<file path="src/rtl/ysyx_220053_mem_arbiter.sv">
// Two-requester (fetch / load-store) memory arbiter with round-robin grant,
// a single outstanding downstream transaction, and fetch-kill response dropping.
module ysyx_220053_mem_arbiter #(
   parameter int unsigned AW = 64,
   parameter int unsigned DW = 64
) (
   input  logic              clk,
   input  logic              rst,

   input  logic              if_req,
   input  logic [AW-1:0]     if_addr,
   output logic              if_gnt,
   output logic              if_rvalid,
   output logic [DW-1:0]     if_rdata,
   input  logic              if_kill,

   input  logic              ls_req,
   input  logic              ls_we,
   input  logic [AW-1:0]     ls_addr,
   input  logic [DW-1:0]     ls_wdata,
   input  logic [DW/8-1:0]   ls_wmask,
   output logic              ls_gnt,
   output logic              ls_rvalid,
   output logic [DW-1:0]     ls_rdata,

   output logic              bus_req,
   output logic              bus_we,
   output logic [AW-1:0]     bus_addr,
   output logic [DW-1:0]     bus_wdata,
   output logic [DW/8-1:0]   bus_wmask,
   input  logic              bus_ready,
   input  logic              bus_resp,
   input  logic [DW-1:0]     bus_rdata
);

   typedef enum logic [1:0] {S_IDLE, S_REQ, S_WAIT} state_e;
   typedef enum logic {OWN_IF, OWN_LS} owner_e;

   state_e            state_q, state_d;
   owner_e            owner_q, owner_d;
   owner_e            last_owner_q, last_owner_d;
   logic              drop_q, drop_d;
   logic              we_q, we_d;
   logic [AW-1:0]     addr_q, addr_d;
   logic [DW-1:0]     wdata_q, wdata_d;
   logic [DW/8-1:0]   wmask_q, wmask_d;

   logic              pick_ls;
   logic              grant_if, grant_ls;
   logic              resp_if, resp_ls;

   always_ff @(posedge clk) begin
      if (!rst) begin
         state_q      <= S_IDLE;
         owner_q      <= OWN_IF;
         last_owner_q <= OWN_IF;
         drop_q       <= 1'b0;
         we_q         <= 1'b0;
         addr_q       <= '0;
         wdata_q      <= '0;
         wmask_q      <= '0;
      end else begin
         state_q      <= state_d;
         owner_q      <= owner_d;
         last_owner_q <= last_owner_d;
         drop_q       <= drop_d;
         we_q         <= we_d;
         addr_q       <= addr_d;
         wdata_q      <= wdata_d;
         wmask_q      <= wmask_d;
      end
   end

   always_comb begin
      state_d      = state_q;
      owner_d      = owner_q;
      last_owner_d = last_owner_q;
      drop_d       = drop_q;
      we_d         = we_q;
      addr_d       = addr_q;
      wdata_d      = wdata_q;
      wmask_d      = wmask_q;
      pick_ls      = 1'b0;
      grant_if     = 1'b0;
      grant_ls     = 1'b0;
      resp_if      = 1'b0;
      resp_ls      = 1'b0;

      case (state_q)
         S_IDLE: begin
            // On a tie, the requester not served last wins
            pick_ls = ls_req && (!if_req || last_owner_q == OWN_IF);
            if (if_req || ls_req) begin
               state_d = S_REQ;
               if (pick_ls) begin
                  grant_ls = 1'b1;
                  owner_d  = OWN_LS;
                  we_d     = ls_we;
                  addr_d   = ls_addr;
                  wdata_d  = ls_wdata;
                  wmask_d  = ls_wmask;
                  drop_d   = 1'b0;
               end else begin
                  grant_if = 1'b1;
                  owner_d  = OWN_IF;
                  we_d     = 1'b0;
                  addr_d   = if_addr;
                  wdata_d  = '0;
                  wmask_d  = '0;
                  drop_d   = if_kill;
               end
            end
         end
         S_REQ: begin
            if (if_kill && owner_q == OWN_IF) drop_d = 1'b1;
            if (bus_ready) state_d = S_WAIT;
         end
         S_WAIT: begin
            if (if_kill && owner_q == OWN_IF) drop_d = 1'b1;
            if (bus_resp) begin
               // A kill arriving with the response itself also discards it
               resp_if      = (owner_q == OWN_IF) && !drop_q && !if_kill;
               resp_ls      = (owner_q == OWN_LS);
               last_owner_d = owner_q;
               drop_d       = 1'b0;
               state_d      = S_IDLE;
            end
         end
         default: state_d = S_IDLE;
      endcase
   end

   always_comb begin
      if_gnt    = rst && grant_if;
      ls_gnt    = rst && grant_ls;
      if_rvalid = rst && resp_if;
      ls_rvalid = rst && resp_ls;
      if_rdata  = if_rvalid ? bus_rdata : '0;
      ls_rdata  = ls_rvalid ? bus_rdata : '0;
      bus_req   = rst && (state_q == S_REQ);
      bus_we    = we_q;
      bus_addr  = addr_q;
      bus_wdata = wdata_q;
      bus_wmask = wmask_q;
   end

endmodule

</file>
<file path="config.mk">
export PLATFORM = sky130hd
export DESIGN_NAME = ysyx_220053_mem_arbiter
export DESIGN_NICKNAME = d
export VERILOG_FILES = /design/src/rtl/ysyx_220053_mem_arbiter.sv
export SDC_FILE = /design/constraint.sdc
export NUM_CORES = 1
export LEC_CHECK = 0
export ABC_AREA = 1
export CORE_AREA = 10 10 205 207
export DETAILED_ROUTE_END_ITERATION = 10
export DIE_AREA = 0 0 215 217
export PLACE_DENSITY_LB_ADDON = 0.08
export SLEW_MARGIN = 20
export SYNTH_ARGS = -nofsm -noshare
export SYNTH_HDL_FRONTEND = slang
export SYNTH_SLANG_ARGS = --single-unit
export TNS_END_PERCENT = 30
</file>
<file path="constraint.sdc">
create_clock -name clk -period 4.5 [get_ports clk]
set_clock_uncertainty 0.2 [all_clocks]
set_input_delay 1.35 -clock clk [delete_from_list [all_inputs] [get_ports clk]]
set_output_delay 1.35 -clock clk [all_outputs]
set_load 0.01 [all_outputs]
</file>
# After elaboration in Yosys (flattened, before gate mapping)
# Cells that the tools add are included.
# W data, S select, Z words.
# word_totals
out_inout_bits,270
mem_count,0
mem_bits_ro,0
register_bits,142
latch_bits,0
input_bits,272
mem_bits_rw,0
wordCells,60
# op_classes
order_cmp,0
multipliers,0
add_sub_neg,0
bitwise_logic,2
div,0
muxes,25
n_shift,0
n_reduce_logical,20
eq_ne,5
# op_table
op,count
$mux W64,4
$mux W1,15
$logic_and A1 B1 Y1,9
$mux W8,1
$mux W2,3
$ne A2 B2 Y1 const B,3
$pmux W2 S3,1
$reduce_and A2 Y1,3
$logic_not A1 Y1,3
$pmux W1 S3,1
$reduce_and A3 Y1,1
$reduce_bool A3 Y1,1
$eq A2 B1 Y1 const B,1
$eq A2 B2 Y1 const B,1
$logic_not A2 Y1,1
$logic_or A1 B1 Y1,2
$not A1 Y1,2

# Longest topological paths before layout
# Gate-level depths: netlist of the first run.
# depth
word_depth,7
depth_mapped,10
ltp_nobuf,8

# Worst setup path before layout of the first run
# OpenSTA, ideal clock, no wires.
# synth_path
path_kind,input to output
from,input rst
to,output ls_rdata[54]
stages,7
t_arrival_ps,2314
path_slack_ps,636
t_required_ps,2950
n_path_buf,3
path_cell_list,buf_2 -> nand2_1 -> nor2_1 -> inv_1 -> buf_2 -> buf_2 -> nor2_1
# synth_between
elab_chain_len,2
# synth_lines
element,line,source
from (decl),8,"input logic rst,"
$logic_and A1 B1 Y1,137,ls_rvalid = rst && resp_ls;
named net ls_rvalid,23,"output logic ls_rvalid,"
$mux W64,139,ls_rdata = ls_rvalid ? bus_rdata : '0;
to (decl),24,"output logic [DW-1:0] ls_rdata,"
# The timed path passes the listed nets, and every way through them passes these cells.

# Final worst setup path of the first run
# layout_path
from,input if_req
to,output ls_gnt
# layout_between
elab_chain_len,7
elab_cells_between_ends,8
classes_between,mux: 3; reduce/logical: 5
# layout_lines
element,line,source
from (decl),10,"input logic if_req,"
$logic_not A1 Y1,92,pick_ls = ls_req && (!if_req || last_owner_q == OWN_IF);
$logic_or A1 B1 Y1,92,
$logic_and A1 B1 Y1,92,
$mux W1,95,if (pick_ls) begin
$mux W1 (*),93,if (if_req || ls_req) begin
$mux W1 (*),89,case (state_q)
$logic_and A1 B1 Y1 (*),135,ls_gnt = rst && grant_ls;
to (decl),22,"output logic ls_gnt,"
# Every way passes the cells marked *; elsewhere a longest branch is shown, timed or not.

==> flow_summary.ini, run 1 <==
[die]
rows = 72
die_w_um = 215
io_pins = 542
die_y_um = 217
dieArea_um2 = 46700
start_util_pct = 17.4
coreArea_um2 = 38100

[worst_setup_path]
crit_type = in2out
cp-start-kind = input pin
r2r-start = state_q[1]
crit_required_ns = 2.95
critPathLaunch = if_req
crit_path_max_fanout = 4
critPathArrivalTime_ns = 2.85
cp-end-kind = primary output

[grt]
grt_pass1_vias = 8214
grt_util_all_layers_pct = 17.0
grt_pass1_wl_mm = 59.5
grt_overflow = 0
grt_antenna_before_repair = 9
grt_max_degree = 79

[timing]
maxSlewHeadroom_pct = 41.8
fin_crit_sh_pct = 97.8
rsz0062_at_grt = no
fmax_ghz = 0.227
setup_tns_ns = 0
min_period_ns = 4.40
final-setup-viol-count = 0
final_hold_viol_count = 0
worst_slew_pin_slew_ns = 0.873
finalMaxSlewViolations = 0

[layout]
nFillCells = 4177
final_cell_mix = nand2_1 (414), clkdlybuf4s50_1 (410), dfxtp_1 (142)
layoutNonFillerInstCount = 2099
final_common_cell = nand2_1
layout-drive-gt1-share_pct = 4.18
area_growth_pct = 97.3
multi_input_area_um2 = 3040
regArea_um2 = 2840
final_nets = 1841

[synth]
synth_enable_flop_cells = 0
avgSynthCellArea_um2 = 6.27
syn_area_um2 = 6620
synth_nets = 1330
postSynthCellCount = 1055
synth-main-ff-cell = dfxtp_1
synth.distinct_cells = 24
ys_seq_area_share_pct = 43.0
ys_ff_latch = 142
yosys_warnings = 0
async_flop_share_pct = 0

[cts]
root_buffer = clkbuf_16
clk_latency_ns = 0.42
clockBufferDepth = 2
cts_made_buffers = 17
post_cts_buffers = 0
cts_htree_levels = 4
cts_resized = 122
hold_buffers = 0
clk_pin_slew_ns = 0.06
cts_tree = yes
clock-sinks = 142

[pwr]
power_leakage_nw = 6.67
pwr_density_cell_nw_per_um2 = 331
ir_drop_mv = 0.192

[run_status]
status = completed

[routing]
first_iter_violations = 442
post_drt_wl_per_cell_um = 19.9
drtAntennaViolNets = 0
vias = 8216
firstDrtPassIters = 5
post-route-drc-count = 0
vias_per_cell = 3.91
wirelength_mm = 41.9

[placement]
port_buffers = 541
hpwl_mm = 33.5
dp.cells = 2065
place_congestion = 0.973

[hold_path]
holdCritPathClass = reg2reg
holdCritStartpoint = bus_wmask[7]

[job]
maxCapViolations = 0
critical path: stages:
cell and delay (ns):
clkdlybuf4s50_1 0.50, nand2_2 0.16, nand3_2 0.11, nor2_4 0.12
clkdlybuf4s50_1 0.61
cells in the mapped netlist, types with 2 or more instances:
master,number,area [µm²]
inv_1,112,420
buf_1,14,52.6
a21oi_1,21,105
nand2_1,414,1550
ha_1,3,37.5
clkbuf_1,17,63.8
nand3_1,108,541
nand2_2,2,12.5
buf_2,33,165
buf_4,3,22.5
nand4_1,5,31.3
o21ai_0,33,165
o21ai_1,4,20.0
inv_2,2,7.51
nor2_1,133,499
dfxtp_1,142,2840
buf_6,2,22.5
where the power goes:
group          total [mW]  switching [mW]  internal (mW)
clock network        1.45           0.602          0.850
logic                1.35           0.693          0.652
registers            1.52          0.0869           1.43
state kept, by name (all words and copies together) (netlist names):
signal	cells
bus_we	1
bus_addr	64
drop_q	1
bus_wdata	64
bus_wmask	8
last_owner_q	1
owner_q	1
state_q	2
kinds of logic (layout without fill, tap and decap cells):
| logic type | Yosys count | after routing | share of synthesized area, % |
|---|---|---|---|
| flops | 142 | 142 | 43.0 |
| buf+inv | 184 | 707 | 11.5 |
| fa+ha+maj | 3 | 3 | 0.567 |
| simple gates | 666 | 666 | 40.4 |
| compound gates | 60 | 60 | 4.62 |
| other cells | 0 | 3 | 0 |
final timing paths:
kind | slack (ns) | end | depth (start not counted)
min | 0.25 | bus_wmask[7] | 2
max | 0.1 | ls_gnt | 5
min reg2reg | 0.25 | bus_wmask[7] | 2
max reg2reg | 2.31 | bus_wmask[6] | 7
through the flow:
stage | worst slack, ns | util [%] | hold WS (ns) | total power, mW | instance area [µm²]
after floorplan | 0.636 | - | 0.258 | 2.09 | 6620
after global placement | -0.197 | 33.0 | 0.238 | 2.93 | 12600
after detailed placement | -0.229 | 33.0 | 0.242 | 2.93 | 12600
after CTS | -0.0346 | 34.2 | 0.254 | 4.41 | 13000
after global routing | 0.00907 | 34.2 | 0.275 | 4.58 | 13000
final | 0.0985 | 34.3 | 0.251 | 4.32 | 13100
metal layers:
layer | up-vias | GRT usage (%) | share of wire [%]
li1 | 4214 | - | -
met1 | 3649 | 16.3 | 35
met2 | 305 | 32.5 | 54
met3 | 36 | 7.68 | 9.4
met4 | 12 | 4.22 | 1.7
met5 | - | 0 | 0.19
area by class of cell:
type                    count  area share [%]
diodes                      3          0.0575
clock buffers              20            3.50
clock inverters            11            1.02
inverters                 114            3.28
multi-input cells         729            23.3
flip-flops and latches    142            21.8
well taps                 518            4.97
repair buffers            562            42.1
No activity file was read; power rests on OpenSTA's default activity.
==> run 2, diff against run 1 <==
Settings changed: CORE_AREA 10 10 205 207 to 10 10 202 204, DIE_AREA 0 0 215 217 to 0 0 212 214.
Clock period 4.5 ns to 4.7 ns, I/O delays scaled along.
==> run 2 against run 1 <==
Compared with the run above: wire length decreased by 1.7%; clock power decreased by 8%; critical endpoint is now if_rdata[21]; sequential share of layout area decreased by 0.12 points; sequential cell count unchanged; sequential power decreased by 5%; first-iteration DRC count increased by 4.3%; power decreased by 5.7%; final cell count decreased by 2.0%; via count increased by 0.71%.
==> flow_summary.ini, run 2 (synthesized netlist as in run 1, its figures left out) <==
[run_status]
status = completed

[layout]
area_growth_pct = 98.4
layout-drive-gt1-share_pct = 4.68
layoutNonFillerInstCount = 2058
nFillCells = 4053
regArea_um2 = 2840
multi_input_area_um2 = 3050
final_common_cell = clkdlybuf4s50_1
post-route-util_pct = 35.4
final_cell_mix = clkdlybuf4s50_1 (464), nand2_1 (414), dfxtp_1 (142)
final_nets = 1843

[pwr]
pwr_density_cell_nw_per_um2 = 310
power_leakage_nw = 6.62
p_total_mw = 4.07
ir_drop_mv = 0.163

[worst_setup_path]
crit_path_max_fanout = 65
cp-start-kind = input pin
r2r-start = state_q[0]
r2r_slack_ns = 2.51
reg2reg_to = bus_wdata[0]
cp-end-kind = primary output
reg2regPathDepth = 7
crit_required_ns = 3.09
crit_type = in2out
critPathArrivalTime_ns = 3.02

[cts]
cts_tree = yes
clk_pin_slew_ns = 0.06
root_buffer = clkbuf_16
clockBufferDepth = 2
clk_latency_ns = 0.42
cts_resized = 58
cts_htree_levels = 4
cts_made_buffers = 17
hold_buffers = 0
post_cts_buffers = 0
clock-sinks = 142

[placement]
port_buffers = 541
pre_cts_slack_ns = -0.213
hpwl_mm = 32.8
place_congestion = 0.875
dp.cells = 2023

[die]
rows = 71
start_util_pct = 17.9
io_pins = 542
coreArea_um2 = 37000
die_w_um = 212
dieArea_um2 = 45400
die_y_um = 214

[routing]
firstDrtPassIters = 4
post_drt_wl_per_cell_um = 20.0
routed.top_layer = met5
vias_per_cell = 4.02
dr_wl_met2_mm = 22.2
wirelength_mm = 41.2
first_iter_violations = 461
vias = 8274
post-route-drc-count = 0
wl_met1_mm = 14.3
drtAntennaViolNets = 0
met3_wirelength_mm = 3.95

[timing]
final_hold_viol_count = 0
min_period_ns = 4.63
finalMaxSlewViolations = 0
layout_setup_ws_ns = 0.0658
fin_crit_sh_pct = 98.6
maxSlewHeadroom_pct = 41.5
final-setup-viol-count = 0
fmax_ghz = 0.216
worst_slew_pin_slew_ns = 0.877

[hold_path]
holdCritStartpoint = bus_addr[62]
hold_depth = 2
worstHoldEndpoint = bus_addr[62]
holdCritPathClass = reg2reg

[grt]
grt_antenna_before_repair = 8
grt_overflow = 0
grt_pass1_vias = 8326
grt_pass1_wl_mm = 58.3
grt_max_degree = 79
grt_util_all_layers_pct = 17.3

[job]
maxCapViolations = 0
## run 2: how the worst max path moves through the flow
| stage | start | end | slack (ns) | depth (start not counted) |
|---|---|---|---|---|
| 4_1_cts | bus_resp | ls_rdata[0] | 0.007 | 7 |
| 5_1_grt | bus_resp | if_rdata[54] | -0.001 | 6 |
| 3_5_place_dp | bus_resp | ls_rdata[33] | -0.21 | 7 |
| 6_report | bus_resp | if_rdata[21] | 0.07 | 6 |
| 3_3_place_gp | if_kill | if_rdata[62] | -0.23 | 6 |
| 2_1_floorplan | rst | ls_rdata[54] | 0.72 | 7 |
## run 2: routing by layer
metal	up-vias	GRT usage (%)
met5	-	0
met4	10	4.53
met3	33	7.13
met2	305	33.5
met1	3702	16.1
li1	4224	-
## run 2: area by class of cell
| type | count | area share (%) |
|---|---|---|
| Clock inverter | 11 | 0.829 |
| Timing Repair Buffer | 564 | 42.9 |
| Tap cell | 474 | 4.52 |
| Sequential cell | 142 | 21.7 |
| Multi-Input combinational cell | 729 | 23.2 |
| Inverter | 114 | 3.26 |
| Antenna cell | 3 | 0.0572 |
| Clock buffer | 21 | 3.51 |
## run 2: report_power, final
part	switching [mW]	total, mW	internal (mW)	leakage, nW
clock	0.570	1.33	0.762	0.266
sequential	0.0830	1.45	1.37	1.17
combinational	0.656	1.29	0.631	5.19
## run 2: critical path, stage by stage
cell and delay [ns]:
clkdlybuf4s50_1 0.48, buf_4 0.12, nand3_2 0.08, buf_12 0.20, nor2_1 0.12, clkdlybuf4s50_1 0.58
## run 2: through the flow
| stage | TNS (ns) | hold WS, ns | cell area [µm²] |
|---|---|---|---|
| after CTS | 0 | 0.257 | 13100 |
| after global placement | -10.72 | 0.239 | 12500 |
| after global routing | -0.000978 | 0.271 | 13100 |
| after detailed placement | -6.93 | 0.244 | 12500 |
| after floorplan | 0 | 0.258 | 6620 |
| final | 0 | 0.251 | 13100 |
==> run 3, diff against run 2 <==
Settings changed: CORE_AREA 10 10 202 204 to 2 2 211 213, DIE_AREA 0 0 212 214 to 0 0 213 215, GPL_ROUTABILITY_DRIVEN set to 0.
==> run 3 against run 2 <==
Compared with the run above: design area increased by 2.4%; sequential power hardly changed; critical path type unchanged; core utilization is 4.6 points lower; sequential cell count unchanged.
==> flow_summary.ini, run 3 (synthesized netlist as in run 1, its figures left out) <==
[layout]
final_cell_mix = nand2_1 (414), clkdlybuf4s50_1 (413), dfxtp_1 (142)
nFillCells = 4825
final_common_cell = nand2_1
area_growth_pct = 103
layout-drive-gt1-share_pct = 4.49
fin_area_um2 = 13400
final_nets = 1844

[cts]
cts_made_buffers = 17
cts_tree = yes
root_buffer = clkbuf_16
clk_pin_slew_ns = 0.06
clock-sinks = 142
clk_latency_ns = 0.45
clockBufferDepth = 2
post_cts_buffers = 0
cts_htree_levels = 4
hold_buffers = 0

[worst_setup_path]
cp-end-kind = primary output
slowest_stage = clkdlybuf4s50_1
crit_path_max_fanout = 12
r2r_slack_ns = 2.46
worstPathCellList = clkdlybuf4s50_1, nand2_1, nor2_2, inv_2, buf_12, nor2_1, clkdlybuf4s50_1
cp-start-kind = input pin
critPathArrivalTime_ns = 3.01
reg2reg_to = bus_wmask[4]
cp_common_cell = clkdlybuf4s50_1
cp_top_family = buffers and inverters
crit_type = in2out
reg2regPathDepth = 7
crit_required_ns = 3.09
max_stage_delay_ns = 0.54
r2r-start = state_q[1]
cp_num_buf_inv = 4

[pwr]
seq_power_share_pct = 35.6
ir_drop_mv = 0.240
swShare_pct = 32.6
pwr_density_cell_nw_per_um2 = 304
p_total_mw = 4.08
p_clk_share_pct = 32.7
power_leakage_nw = 7.71
p_comb_share_pct = 31.7
p_int_mw = 2.75
p_sw_mw = 1.33

[timing]
finalMaxSlewViolations = 0
layout_setup_ws_ns = 0.0810
fin_crit_sh_pct = 98.3
maxSlewHeadroom_pct = 38.7
fmax_ghz = 0.216
hold_slack_ns = 0.253
worst_slew_pin_slew_ns = 0.920
final_hold_viol_count = 0
final-setup-viol-count = 0
min_period_ns = 4.62

[hold_path]
hold_depth = 2
worstHoldEndpoint = bus_addr[27]
holdCritPathClass = reg2reg
holdCritStartpoint = bus_addr[27]

[grt]
grt_max_degree = 79
grt_overflow = 0
grt_pass1_vias = 8066
grt_pass1_wl_mm = 53.9
grt_util_all_layers_pct = 16.2
grt_antenna_before_repair = 3

[die]
coreArea_um2 = 43600
rows = 77
io_pins = 542
start_util_pct = 15.2
die_w_um = 213
die_y_um = 215
dieArea_um2 = 45800

[placement]
pre_cts_slack_ns = -0.147
port_buffers = 541
dpl-instance-area_um2 = 12700
hpwl_mm = 29.8

[routing]
post_drt_wl_per_cell_um = 17.7
vias_per_cell = 3.78
first_iter_violations = 300
firstDrtPassIters = 6
drtAntennaViolNets = 0
post-route-drc-count = 0
wirelength_mm = 38.5
vias = 8232

[job]
maxCapViolations = 0

[run_status]
status = completed
-- run 3: worst max path at each step --
stage          startpoint            to  slack (ns)  cells past startpoint
6_report         bus_resp   ls_rdata[0]        0.08                      7
3_3_place_gp     bus_resp   ls_rdata[7]       -0.14                      7
5_1_grt          bus_resp   ls_rdata[0]      -0.002                      7
4_1_cts          bus_resp  ls_rdata[38]      0.0001                      7
3_5_place_dp     bus_resp  ls_rdata[25]       -0.15                      7
2_1_floorplan         rst  ls_rdata[54]        0.72                      7
-- run 3: final cells by class --
cell class	count	area, µm²	share of cell area (%)
Timing Repair Buffer	565	5820	43.3
Clock inverter	12	110	0.819
Tap cell	592	741	5.51
Inverter	114	428	3.18
Sequential cell	142	2840	21.2
Antenna cell	2	5.00	0.0372
Multi-Input combinational cell	729	3050	22.7
Clock buffer	20	447	3.32
-- run 3: routing by layer --
layer	GRT usage [%]	vias to the layer above	part of all wire, %	routed length [µm]
met5	0	-	0.034	13
met4	5.38	2	1.6	624
met3	5.32	30	8.5	3280
met2	30.6	307	53	20200
met1	16.5	3674	37	14300
li1	-	4219	-	-
-- run 3: repair_timing --
action,CTS,global route
resized for setup,46,85
setup endpoints to repair,68,85
hold endpoints to repair,0,0
-- run 3: power groups by stage --
stage                     clock network [mW]  registers [mW]  logic (mW)
after floorplan                            0            1.55       0.452
after global placement                     0            1.47        1.33
after detailed placement                   0            1.48        1.33
after CTS                               1.40            1.45        1.33
after global routing                    1.44            1.47        1.42
final                                   1.34            1.45        1.29
-- run 3: through the flow --
stage	TNS (ns)	std cells	util, %
2_1_floorplan	0	1055	-
3_3_place_gp	-2.20	2142	29.1
5_1_grt	-0.00209	2175	30.8
6_report	0	2176	30.8
3_5_place_dp	-2.47	2142	29.1
4_1_cts	0	2174	30.3
-- run 3: worst register-to-register path: cells and delay by family (launching register included) --
kind / cells / cell delay (ns)
buffers and inverters: 2 / 0.75
AND/OR/NAND/NOR: 4 / 0.61
flip-flops: 1 / 0.31
adder cells (fa/ha/maj): 1 / 0.31
